$ cat config.mk
export PLATFORM = sky130hd
export DESIGN_NAME = ghost_pos_update_flat
export DESIGN_NICKNAME = d
export VERILOG_FILES = /design/src/rtl/ghost_pkg.sv /design/src/rtl/ghost_pos_update_if.sv /design/src/rtl/ghost_collide.sv /design/src/rtl/ghost_pos_update.sv /design/src/flat_wrapper.sv
export SDC_FILE = /design/constraint.sdc
export NUM_CORES = 1
export LEC_CHECK = 0
export BUFFER_PORTS_ARGS = -buffer_cell sky130_fd_sc_hd__buf_2
export CAP_MARGIN = 20
export CORE_ASPECT_RATIO = 1.2
export CORE_MARGIN = 4
export CORE_UTILIZATION = 60
export CTS_BUF_LIST = sky130_fd_sc_hd__clkbuf_8
export CTS_CLUSTER_DIAMETER = 150
export DETAILED_ROUTE_END_ITERATION = 7
export PLACE_DENSITY = 0.83
export RECOVER_POWER = 25
export SLEW_MARGIN = 20
export SYNTH_ARGS = -nofsm -noshare
export SYNTH_HDL_FRONTEND = slang
export SYNTH_SLANG_ARGS = --single-unit
$ cat constraint.sdc
create_clock -name clk -period 4.13 [get_ports clk]
set_clock_uncertainty 0.15 [all_clocks]
set_input_delay 0.413 -clock clk [delete_from_list [all_inputs] [get_ports clk]]
set_output_delay 0.413 -clock clk [all_outputs]
set_load 0.01 [all_outputs]
$ cat src/rtl/ghost_pkg.sv
// ghost_pkg: shared types and constants for the ghost movement blocks
// (position update and ghost control).
//   - direction one-hot encodings (RIGHT/UP/DOWN/LEFT)
//   - pixel position widths and default maze tile size
//   - FSM state type; the CAUGHT state only exists when GHOST_RESPAWN_EN is defined
package ghost_pkg;

   localparam int unsigned POS_X_W      = 11;
   localparam int unsigned POS_Y_W      = 10;
   localparam int unsigned DIR_W        = 4;
   localparam int unsigned TILE_DEFAULT = 16;

   typedef logic [DIR_W-1:0]   dir_t;
   typedef logic [POS_X_W-1:0] pos_x_t;
   typedef logic [POS_Y_W-1:0] pos_y_t;

   localparam dir_t DIR_RIGHT = 4'b0001;
   localparam dir_t DIR_UP    = 4'b0010;
   localparam dir_t DIR_DOWN  = 4'b0100;
   localparam dir_t DIR_LEFT  = 4'b1000;

`ifdef GHOST_RESPAWN_EN
   typedef enum logic [1:0] {
      ST_SAMPLE = 2'd0,
      ST_MOVE   = 2'd1,
      ST_CAUGHT = 2'd2
   } state_t;
`else
   typedef enum logic {
      ST_SAMPLE = 1'b0,
      ST_MOVE   = 1'b1
   } state_t;
`endif

   // True when exactly one request bit is set.
   function automatic logic is_one_hot(input dir_t d);
      return (d != '0) && ((d & (d - DIR_W'(1))) == '0);
   endfunction

endpackage : ghost_pkg

$ cat src/rtl/ghost_pos_update_if.sv
// ghost_pos_update_if: bundle between ghost control (master) and the ghost
// position updater (slave).
//   master drives: enable, move_tick, move_direction, pacman_curr_pos_x/y
//   slave drives : ghost_curr_pos_x/y, prev_direction, caught
interface ghost_pos_update_if;
   import ghost_pkg::*;

   logic   enable;
   logic   move_tick;
   dir_t   move_direction;
   pos_x_t pacman_curr_pos_x;
   pos_y_t pacman_curr_pos_y;
   pos_x_t ghost_curr_pos_x;
   pos_y_t ghost_curr_pos_y;
   dir_t   prev_direction;
   logic   caught;

   modport master (
      output enable, move_tick, move_direction, pacman_curr_pos_x, pacman_curr_pos_y,
      input  ghost_curr_pos_x, ghost_curr_pos_y, prev_direction, caught
   );

   modport slave (
      input  enable, move_tick, move_direction, pacman_curr_pos_x, pacman_curr_pos_y,
      output ghost_curr_pos_x, ghost_curr_pos_y, prev_direction, caught
   );

endinterface : ghost_pos_update_if

$ cat src/rtl/ghost_collide.sv
// ghost_collide: combinational ghost/pacman overlap test.
// Overlap when both absolute pixel distances are below one tile.
//   gx_i/gy_i  : ghost position
//   px_i/py_i  : pacman position
//   overlap_c  : combinational overlap flag
module ghost_collide
   import ghost_pkg::*;
#(
   parameter int unsigned TILE = TILE_DEFAULT
) (
   input  pos_x_t gx_i,
   input  pos_x_t px_i,
   input  pos_y_t gy_i,
   input  pos_y_t py_i,
   output logic   overlap_c
);

   pos_x_t dx_c;
   pos_y_t dy_c;

   always_comb begin
      dx_c      = (gx_i >= px_i) ? (gx_i - px_i) : (px_i - gx_i);
      dy_c      = (gy_i >= py_i) ? (gy_i - py_i) : (py_i - gy_i);
      overlap_c = (32'(dx_c) < TILE) && (32'(dy_c) < TILE);
   end

endmodule : ghost_collide

$ cat src/rtl/ghost_pos_update.sv
// ghost_pos_update: tile-granular ghost movement with tunnel wrap on x and a
// registered ghost/pacman overlap flag.
//   clk, reset : clock, synchronous active-high reset
//   bus.slave  : enable/move_tick/move_direction/pacman position in,
//                ghost position/prev_direction/caught out (all registered)
// A one-hot request in SAMPLE commits the ghost to a full TILE move; requests
// are ignored until the tile completes. TILE must be a multiple of STEP.
// Optional: define GHOST_RESPAWN_EN to add the CAUGHT state, which freezes the
// ghost for RESPAWN_TICKS move ticks and then sends it home.
module ghost_pos_update
   import ghost_pkg::*;
#(
   parameter pos_x_t      START_X       = 11'd320,
   parameter pos_y_t      START_Y       = 10'd240,
   parameter int unsigned TILE          = TILE_DEFAULT,
   parameter int unsigned STEP          = 1,
   parameter pos_x_t      X_MAX         = 11'd639,
   parameter int unsigned RESPAWN_TICKS = 60
) (
   input logic               clk,
   input logic               reset,
   ghost_pos_update_if.slave bus
);

   localparam int unsigned OFF_W = $clog2(TILE + 1);
   localparam int unsigned XE_W  = POS_X_W + 1;

   state_t             state_q, state_d;
   dir_t               cur_dir_q, cur_dir_d;
   dir_t               prev_q, prev_d;
   logic [OFF_W-1:0]   offset_q, offset_d;
   pos_x_t             x_q, x_d;
   pos_y_t             y_q, y_d;
   logic               caught_q;
   logic               overlap_c;
   logic               tick_c;
   logic               mv_go_c;
   logic               mv_en_c;
   dir_t               mv_dir_c;
   logic [OFF_W-1:0]   off_step_c;

   // x step with tunnel wrap at both screen edges
   function automatic pos_x_t step_x(input pos_x_t x, input dir_t d);
      logic [XE_W-1:0] xe;
      xe     = XE_W'(x);
      step_x = x;
      if (d == DIR_RIGHT) begin
         if (xe + XE_W'(STEP) > XE_W'(X_MAX))
            step_x = POS_X_W'(xe + XE_W'(STEP) - XE_W'(X_MAX) - XE_W'(1));
         else
            step_x = POS_X_W'(xe + XE_W'(STEP));
      end else if (d == DIR_LEFT) begin
         if (xe < XE_W'(STEP))
            step_x = POS_X_W'(XE_W'(X_MAX) + XE_W'(1) - XE_W'(STEP) + xe);
         else
            step_x = POS_X_W'(xe - XE_W'(STEP));
      end
   endfunction

   // y step, no wrap
   function automatic pos_y_t step_y(input pos_y_t y, input dir_t d);
      step_y = y;
      if (d == DIR_UP)        step_y = y - POS_Y_W'(STEP);
      else if (d == DIR_DOWN) step_y = y + POS_Y_W'(STEP);
   endfunction

   ghost_collide #(.TILE(TILE)) u_collide (
      .gx_i      (x_q),
      .px_i      (bus.pacman_curr_pos_x),
      .gy_i      (y_q),
      .py_i      (bus.pacman_curr_pos_y),
      .overlap_c (overlap_c)
   );

   // Movement qualifiers: SAMPLE takes a fresh one-hot request, MOVE keeps cur_dir
   always_comb begin
      tick_c     = bus.enable && bus.move_tick;
      mv_dir_c   = (state_q == ST_MOVE) ? cur_dir_q : bus.move_direction;
      mv_go_c    = tick_c && ((state_q == ST_MOVE) ||
                              ((state_q == ST_SAMPLE) && is_one_hot(bus.move_direction)));
      off_step_c = ((state_q == ST_MOVE) ? offset_q : '0) + OFF_W'(STEP);
   end

`ifdef GHOST_RESPAWN_EN
   localparam int unsigned RC_W = $clog2(RESPAWN_TICKS + 1);

   logic            caught_hist_q;
   logic [RC_W-1:0] resp_cnt_q, resp_cnt_d;
   logic            catch_c;

   // Rising edge of registered caught while the ghost is free to move
   assign catch_c = bus.enable && caught_q && !caught_hist_q &&
                    ((state_q == ST_SAMPLE) || (state_q == ST_MOVE));
   assign mv_en_c = mv_go_c && !catch_c;
`else
   assign mv_en_c = mv_go_c;
`endif

   // Next-state and datapath updates
   always_comb begin
      state_d   = state_q;
      cur_dir_d = cur_dir_q;
      prev_d    = prev_q;
      offset_d  = offset_q;
      x_d       = x_q;
      y_d       = y_q;
`ifdef GHOST_RESPAWN_EN
      resp_cnt_d = resp_cnt_q;
`endif

      if (mv_en_c) begin
         cur_dir_d = mv_dir_c;
         x_d       = step_x(x_q, mv_dir_c);
         y_d       = step_y(y_q, mv_dir_c);
         if (off_step_c == OFF_W'(TILE)) begin
            offset_d = '0;
            prev_d   = mv_dir_c;
            state_d  = ST_SAMPLE;
         end else begin
            offset_d = off_step_c;
            state_d  = ST_MOVE;
         end
      end

`ifdef GHOST_RESPAWN_EN
      if (catch_c) begin
         state_d    = ST_CAUGHT;
         resp_cnt_d = '0;
      end

      if ((state_q == ST_CAUGHT) && tick_c) begin
         if (resp_cnt_q == RC_W'(RESPAWN_TICKS - 1)) begin
            resp_cnt_d = '0;
            x_d        = START_X;
            y_d        = START_Y;
            prev_d     = DIR_UP;
            offset_d   = '0;
            state_d    = ST_SAMPLE;
         end else begin
            resp_cnt_d = resp_cnt_q + RC_W'(1);
         end
      end
`endif
   end

   // State and position registers; caught samples every cycle regardless of enable
   always_ff @(posedge clk) begin
      if (reset) begin
         state_q   <= ST_SAMPLE;
         cur_dir_q <= DIR_UP;
         prev_q    <= DIR_UP;
         offset_q  <= '0;
         x_q       <= START_X;
         y_q       <= START_Y;
         caught_q  <= 1'b0;
      end else begin
         state_q   <= state_d;
         cur_dir_q <= cur_dir_d;
         prev_q    <= prev_d;
         offset_q  <= offset_d;
         x_q       <= x_d;
         y_q       <= y_d;
         caught_q  <= overlap_c;
      end
   end

`ifdef GHOST_RESPAWN_EN
   always_ff @(posedge clk) begin
      if (reset) begin
         caught_hist_q <= 1'b0;
         resp_cnt_q    <= '0;
      end else begin
         caught_hist_q <= caught_q;
         resp_cnt_q    <= resp_cnt_d;
      end
   end
`endif

   assign bus.ghost_curr_pos_x = x_q;
   assign bus.ghost_curr_pos_y = y_q;
   assign bus.prev_direction   = prev_q;
   assign bus.caught           = caught_q;

endmodule : ghost_pos_update

$ cat src/flat_wrapper.sv
// flat-port wrapper written by rule: the top's interface ports become plain ports
module ghost_pos_update_flat import ghost_pkg::*;
#(
   parameter pos_x_t      START_X       = 11'd320,
   parameter pos_y_t      START_Y       = 10'd240,
   parameter int unsigned TILE          = TILE_DEFAULT,
   parameter int unsigned STEP          = 1,
   parameter pos_x_t      X_MAX         = 11'd639,
   parameter int unsigned RESPAWN_TICKS = 60
)
  (clk, reset, bus_enable, bus_move_tick, bus_move_direction, bus_pacman_curr_pos_x, bus_pacman_curr_pos_y, bus_ghost_curr_pos_x, bus_ghost_curr_pos_y, bus_prev_direction, bus_caught);
  ghost_pos_update_if bus_i ();
  input logic clk;
  input logic reset;
  input wire logic [$bits(bus_i.enable)-1:0] bus_enable;
  input wire logic [$bits(bus_i.move_tick)-1:0] bus_move_tick;
  input wire logic [$bits(bus_i.move_direction)-1:0] bus_move_direction;
  input wire logic [$bits(bus_i.pacman_curr_pos_x)-1:0] bus_pacman_curr_pos_x;
  input wire logic [$bits(bus_i.pacman_curr_pos_y)-1:0] bus_pacman_curr_pos_y;
  output wire logic [$bits(bus_i.ghost_curr_pos_x)-1:0] bus_ghost_curr_pos_x;
  output wire logic [$bits(bus_i.ghost_curr_pos_y)-1:0] bus_ghost_curr_pos_y;
  output wire logic [$bits(bus_i.prev_direction)-1:0] bus_prev_direction;
  output wire logic [$bits(bus_i.caught)-1:0] bus_caught;
  assign bus_i.enable = bus_enable;
  assign bus_i.move_tick = bus_move_tick;
  assign bus_i.move_direction = bus_move_direction;
  assign bus_i.pacman_curr_pos_x = bus_pacman_curr_pos_x;
  assign bus_i.pacman_curr_pos_y = bus_pacman_curr_pos_y;
  assign bus_ghost_curr_pos_x = bus_i.ghost_curr_pos_x;
  assign bus_ghost_curr_pos_y = bus_i.ghost_curr_pos_y;
  assign bus_prev_direction = bus_i.prev_direction;
  assign bus_caught = bus_i.caught;
  ghost_pos_update #(.START_X(START_X), .START_Y(START_Y), .TILE(TILE), .STEP(STEP), .X_MAX(X_MAX), .RESPAWN_TICKS(RESPAWN_TICKS)) u_core (.clk(clk), .reset(reset), .bus(bus_i));
endmodule
# After elaboration in Yosys (flattened, before gate mapping)
# Index checks and enable logic that the tools add are counted.
[classes]
order_cmp = 6
n_bitwise = 2
n_shift = 0
mux = 12
eq_ne = 5
n_addsub = 13
n_reduce_logical = 13
multipliers = 0
div_mod_pow = 0
[ops]
columns = ["operator", "count"]
rows = [
  ["two-way mux 11 bit", 5],
  ["two-way mux 10 bit", 3],
  ["subtractor 11 x 1 -> 11 bit (second input constant)", 2],
  ["subtractor 11 bit", 2],
  ["subtractor 10 bit", 2],
  ["adder 11 x 1 -> 12 bit (second input constant)", 1],
  ["greater-than comparator 12 x 10 -> 1 bit (second input constant)", 1],
  ["adder 10 x 11 -> 11 bit (first input constant)", 1],
  ["greater-or-equal comparator 11 bit", 1],
  ["< comparator 11 x 1 -> 1 bit (second input constant)", 1],
  ["< comparator 11 x 5 -> 1 bit (second input constant)", 1],
  ["subtractor 11 x 10 -> 11 bit (second input constant)", 1],
  ["adder 10 x 1 -> 10 bit (second input constant)", 1],
  ["greater-or-equal comparator 10 bit", 1],
  ["< comparator 10 x 5 -> 1 bit (second input constant)", 1],
  ["two-way mux 5 bit", 2],
  ["subtractor 10 x 1 -> 10 bit (second input constant)", 1],
  ["AND reduction 2 bit", 3],
  ["adder 5 x 1 -> 5 bit (second input constant)", 1],
  ["equality test 5 bit (second input constant)", 1],
  ["logical AND 1 bit", 5],
  ["AND 4 bit", 1],
  ["equality test 4 x 1 -> 1 bit (second input constant)", 1],
  ["equality test 4 x 2 -> 1 bit (second input constant)", 1],
  ["other kinds (10)", 11],
]
[word_totals]
rom_bits = 0
elab_cells = 58
latchBits = 0
mem_bits_rw = 0
register_bits = 36
n_memories = 0

# Longest topological paths before layout
[depth]
ltp_word = 8
depth_mapped = 14
depth_no_buf = 13

# Hierarchy
# Synthesis repeated with hierarchy kept, for this count alone.
[hier_totals]
cells_unflattened = 576
area_unflattened_um2 = 4351.7
[modules_own_cells]
columns = ["mod", "instances", "area_per_inst_um2", "cells_each"]
rows = [
  ["ghost_pos_update", 1, 2618.8, 328],
  ["ghost_collide", 1, 1732.9, 248],
]

# Worst setup path before layout
# No wires, ideal clock.
[synth_timing]
path_type = "register to register"
from = "reg u_core.state_q"
to = "reg u_core.y_q[9] (netlist: u_core.bus.ghost_curr_pos_y[9])"
path_stages_with_launch = 15
arrival_time_ns = 3.466
required_ns = 3.852
period_less_slack_ns = 3.743
setup_slack_ns = 0.387
n_path_buf = 1
setup_ns = 0.128
path_cell_list = "dfxtp_1 > buf_2 > mux2i_1 > nand4_1 > inv_1 > ha_1 > a21o_1 > a21oi_1 > o21ai_1 > a2111oi_0 > nor3_1 > or4_1 > a31oi_1 > xnor2_1 > nor2_1"
[synth_via]
elab_chain_cells = 5
word_cells_on_any_way = 10
classes_between = "2 x eq/ne; 2 x mux; 1 x bitwise; 5 x reduce/logical"
[synth_lines]
columns = ["element", "line_no", "source"]
rows = [
  ["start: declaration", "ghost_pos_update.sv:28", "state_t state_q, state_d;"],
  ["start signal: assignment", "ghost_pos_update.sv:157", "state_q <= state_d;"],
  ["parallel branches: the longest is 5 deep, another holds two-way mux 4 bit", "n/a", ""],
  ["end signal: assignment", "ghost_pos_update.sv:162", "y_q <= y_d;"],
  ["end: declaration", "ghost_pos_update.sv:33", "pos_y_t y_q, y_d;"],
]
# Parallel ways; which one is timed is not known.
# A chain may end at the register's enable or synchronous reset.

# Worst setup path in the final report
# Same ends and word-level chain as after synthesis.

==> run_results.csv <==
group,metric,value,unit
synth,synth_edf_count,0,
synth,synth_flop_cell,"dfxtp_1",
layout,fillCellCount,557,
synth,synth_area_leader_cell,"dfxtp_1",
pwr,power_per_cell_area,198,mW/mm^2
cts,postCtsHoldBufs,0,
job,max_cap_violations,0,
setup_path,critPathLaunchType,"flip-flop",
route,vias,3743,
floorplan,dieArea,0.00777,sq mm
synth,netlist_top_cells_area,"dfxtp_1 (19%), ha_1 (17%), inv_1 (5.4%)",
sta,hold_viol,0,
sta,maxSlewViolCount,0,
global_route,grt_pass1_vias,3640,
floorplan,die_h,95.7,um
cts,cts_buffer_depth,2,
sta,fmax,0.264,GHz
global_route,grt_remaining_overflow,0,
global_route,grt_usage,25.2,%
setup_path,crit_path_start,"u_core.state_q",
worst_hold_path,min_from,"u_core.bus.prev_direction[3]",
cts,cts.sinks,36,
route,ant_nets,0,
pwr,power.total,851,uW
layout,multiInputGateArea,0.00285,sq mm
synth,synth_seq_cells,36,
synth,synthAdderAreaFrac,17.8,%
outcome,outcome,"completed",
synth,muxShareOfSynthArea,5.14,%
route,drc,0,
layout,fin_nets,633,
cts,cts_tree,"done",
setup_path,r2r_start,"u_core.state_q",
synth,synth_top_family_by_area,"compound AO/OA/AOI/OAI gates",
setup_path,critPathRequiredTime,4.13,ns
synth,synthSimpleGateAreaFrac,21.2,%
setup_path,cp_max_fo,8,
synth,yosysSeqAreaShare,18.7,%
synth,ys_warn_count,0,
synth,synth_cells,497,
global_route,grt_pass1_wl,15.8,mm
route,wl_per_cell,14.7,um
worst_hold_path,hold_path.class,"flip-flop to flip-flop",
route,vias_per_cell,5.91,
floorplan,rows,31,
layout,utilization,70.0,%
layout,drive_above_1_share,14.2,%
synth,synth_top_cell_area_share,18.7,%
sta,worst_slew_pin_slew,0.696,ns
setup_path,setup.worst_path.class,"flip-flop to flip-flop",
synth,synth_area,0.00385,sq mm
sta,setup_violations,0,
synth,synthArstFlopShare,0,%
setup_path,cp-end-kind,"flip-flop",
synth,synthTopCellsByCount,"inv_1 (55), ha_1 (53), nor2_1 (46)",
route,drt_iter0_markers,266,
cts,post_cts_buffers,0,
sta,period_needed,3.78,ns
cts,cts_resized,0,
sta,period_share,91.6,%
sta,tns,0,ns
route,drtPass1Iterations,4,
synth,yosysMostFrequentCell,"inv_1",
synth,synth_cell_type_count,64,
synth,syn_area_per_cell,7.74,sq um
place,port_buffers,54,
synth,syn_nets,580,
layout,seq_area,721,sq um
global_route,antenna_found_initial,0,
floorplan,ios,55,
cts,cts_buffers,5,
cts,clkLatencyLatePin,0.29,ns
layout,n_antenna_cell,0,
sta,rsz0062_at_grt,"false",
cts,clkTransAtPathRegs,0.08,ns
place,routabilityCongestion,0.891,
layout,area.growth.synth_to_final,11.5,%
floorplan,dieWidth,81.1,um
floorplan,core,0.00613,sq mm
route,drt-total-wl,9.28,mm
cts,cts_max_level,2,
cts,clockRootBuffer,"clkbuf_8",
pwr,p_leak,0.00197,uW
synth,synth-compound-area-share,23.3,%
place,dpl.hpwl,7.30,mm
setup_path,worstPathArrival,3.79,ns
pwr,ir_worst_vdd,0.218,mV
floorplan,start_util,62.8,%
synth,synth_xor_area_share,6.60,%
global_route,grt_max_degree,37,
sta,max_slew_margin,53.6,%
==> placed cells by master, fill, tap and decap left out, types with 3 or more instances in the layout <==
| cell type | netlist | final |
|---|---|---|
| a2111oi_0 | 4 | 4 |
| a211o_1 | 7 | 7 |
| a211oi_1 | 11 | 11 |
| a21o_1 | 9 | 9 |
| a21oi_1 | 37 | 37 |
| a31oi_1 | 9 | 9 |
| and3_1 | 9 | 9 |
| buf_2 | 6 | 39 |
| buf_4 | 0 | 9 |
| clkbuf_1 | 9 | 15 |
| clkbuf_8 | 0 | 6 |
| dfxtp_1 | 36 | 36 |
| ha_1 | 53 | 53 |
| inv_1 | 55 | 56 |
| mux2_2 | 6 | 6 |
| mux2i_1 | 13 | 13 |
| nand2_1 | 22 | 22 |
| nand2b_1 | 7 | 7 |
| nand3_1 | 12 | 12 |
| nand4_1 | 10 | 10 |
| nor2_1 | 46 | 46 |
| nor2b_1 | 11 | 11 |
| nor3_1 | 12 | 12 |
| o21a_1 | 3 | 3 |
| o21ai_0 | 22 | 22 |
| o21bai_1 | 3 | 3 |
| o22ai_1 | 4 | 4 |
| or2_2 | 3 | 3 |
| or3_1 | 3 | 3 |
| xnor2_1 | 22 | 22 |
| xor2_1 | 7 | 7 |
==> layer usage <==
metal / vias to the layer above / global-route usage (%) / wire length, um
met5: - / 0 / 0
met4: 0 / 9.58 / 197
met3: 18 / 3.65 / 435
met2: 105 / 48.6 / 4770
met1: 1747 / 27.2 / 3870
li1: 1873 / - / -
==> stage by stage <==
| stage | instance area, sq um | hold slack (ns) | setup WS [ns] | cells |
|---|---|---|---|---|
| after detailed placement | 4220 | 0.346 | 0.411 | 625 |
| after CTS | 4310 | 0.357 | 0.372 | 633 |
| after global placement | 4220 | 0.336 | 0.565 | 625 |
| final | 4290 | 0.355 | 0.348 | 633 |
| after floorplan | 3850 | 0.325 | 0.387 | 497 |
| after global routing | 4290 | 0.384 | 0.108 | 633 |
==> worst max-delay path, stage by stage (launching register included) <==
cell and delay [ns]:
dfxtp_1 0.47, mux2_2 0.43, nand4_1 0.14, inv_1 0.16
ha_1 0.32, a21o_1 0.18, a21oi_1 0.22, o21ai_1 0.11
a2111oi_0 0.45, nor3_1 0.16, or4_1 0.42, a31oi_1 0.22
xnor2_1 0.14, nor2_1 0.05
==> state kept, by name, indices dropped and copies added (netlist names) <==
register / flops
u_core.bus.ghost_curr_pos_x: 11
u_core.cur_dir_q: 4
u_core.bus.prev_direction: 4
u_core.offset_q: 5
u_core.bus.caught: 1
u_core.state_q: 1
u_core.bus.ghost_curr_pos_y: 10
==> final timing paths <==
kind / to / slack [ns] / cells past startpoint
setup / recovery: u_core.bus.ghost_curr_pos_y[9] / 0.35 / 13
hold / removal: u_core.bus.prev_direction[3] / 0.36 / 2
setup reg to reg: u_core.bus.ghost_curr_pos_y[9] / 0.35 / 13
hold reg to reg: u_core.bus.prev_direction[3] / 0.36 / 2
==> final cells by class <==
| class | count | share of cell area [%] |
|---|---|---|
| clock inverters | 2 | 0.262 |
| clock buffers | 6 | 1.92 |
| multi-input cells | 388 | 66.3 |
| repair buffers | 63 | 7.43 |
| inverters | 56 | 4.90 |
| well taps | 82 | 2.39 |
| flip-flops and latches | 36 | 16.8 |
==> kinds of logic after synthesis <==
group,Yosys count
DFF,36
muxes,19
buffers and inverters,73
AOI/OAI and AO/OA,134
adders and majority gates,54
and+or+nand+nor,152
xor gates and xnor gates,29
==> power breakdown <==
group	total, uW	internal (uW)	switching [uW]
Clock	267	133	134
Combinational	225	99.9	125
Sequential	359	352	7.00
Total	851	585	265
(Power assumes the default switching activity.)
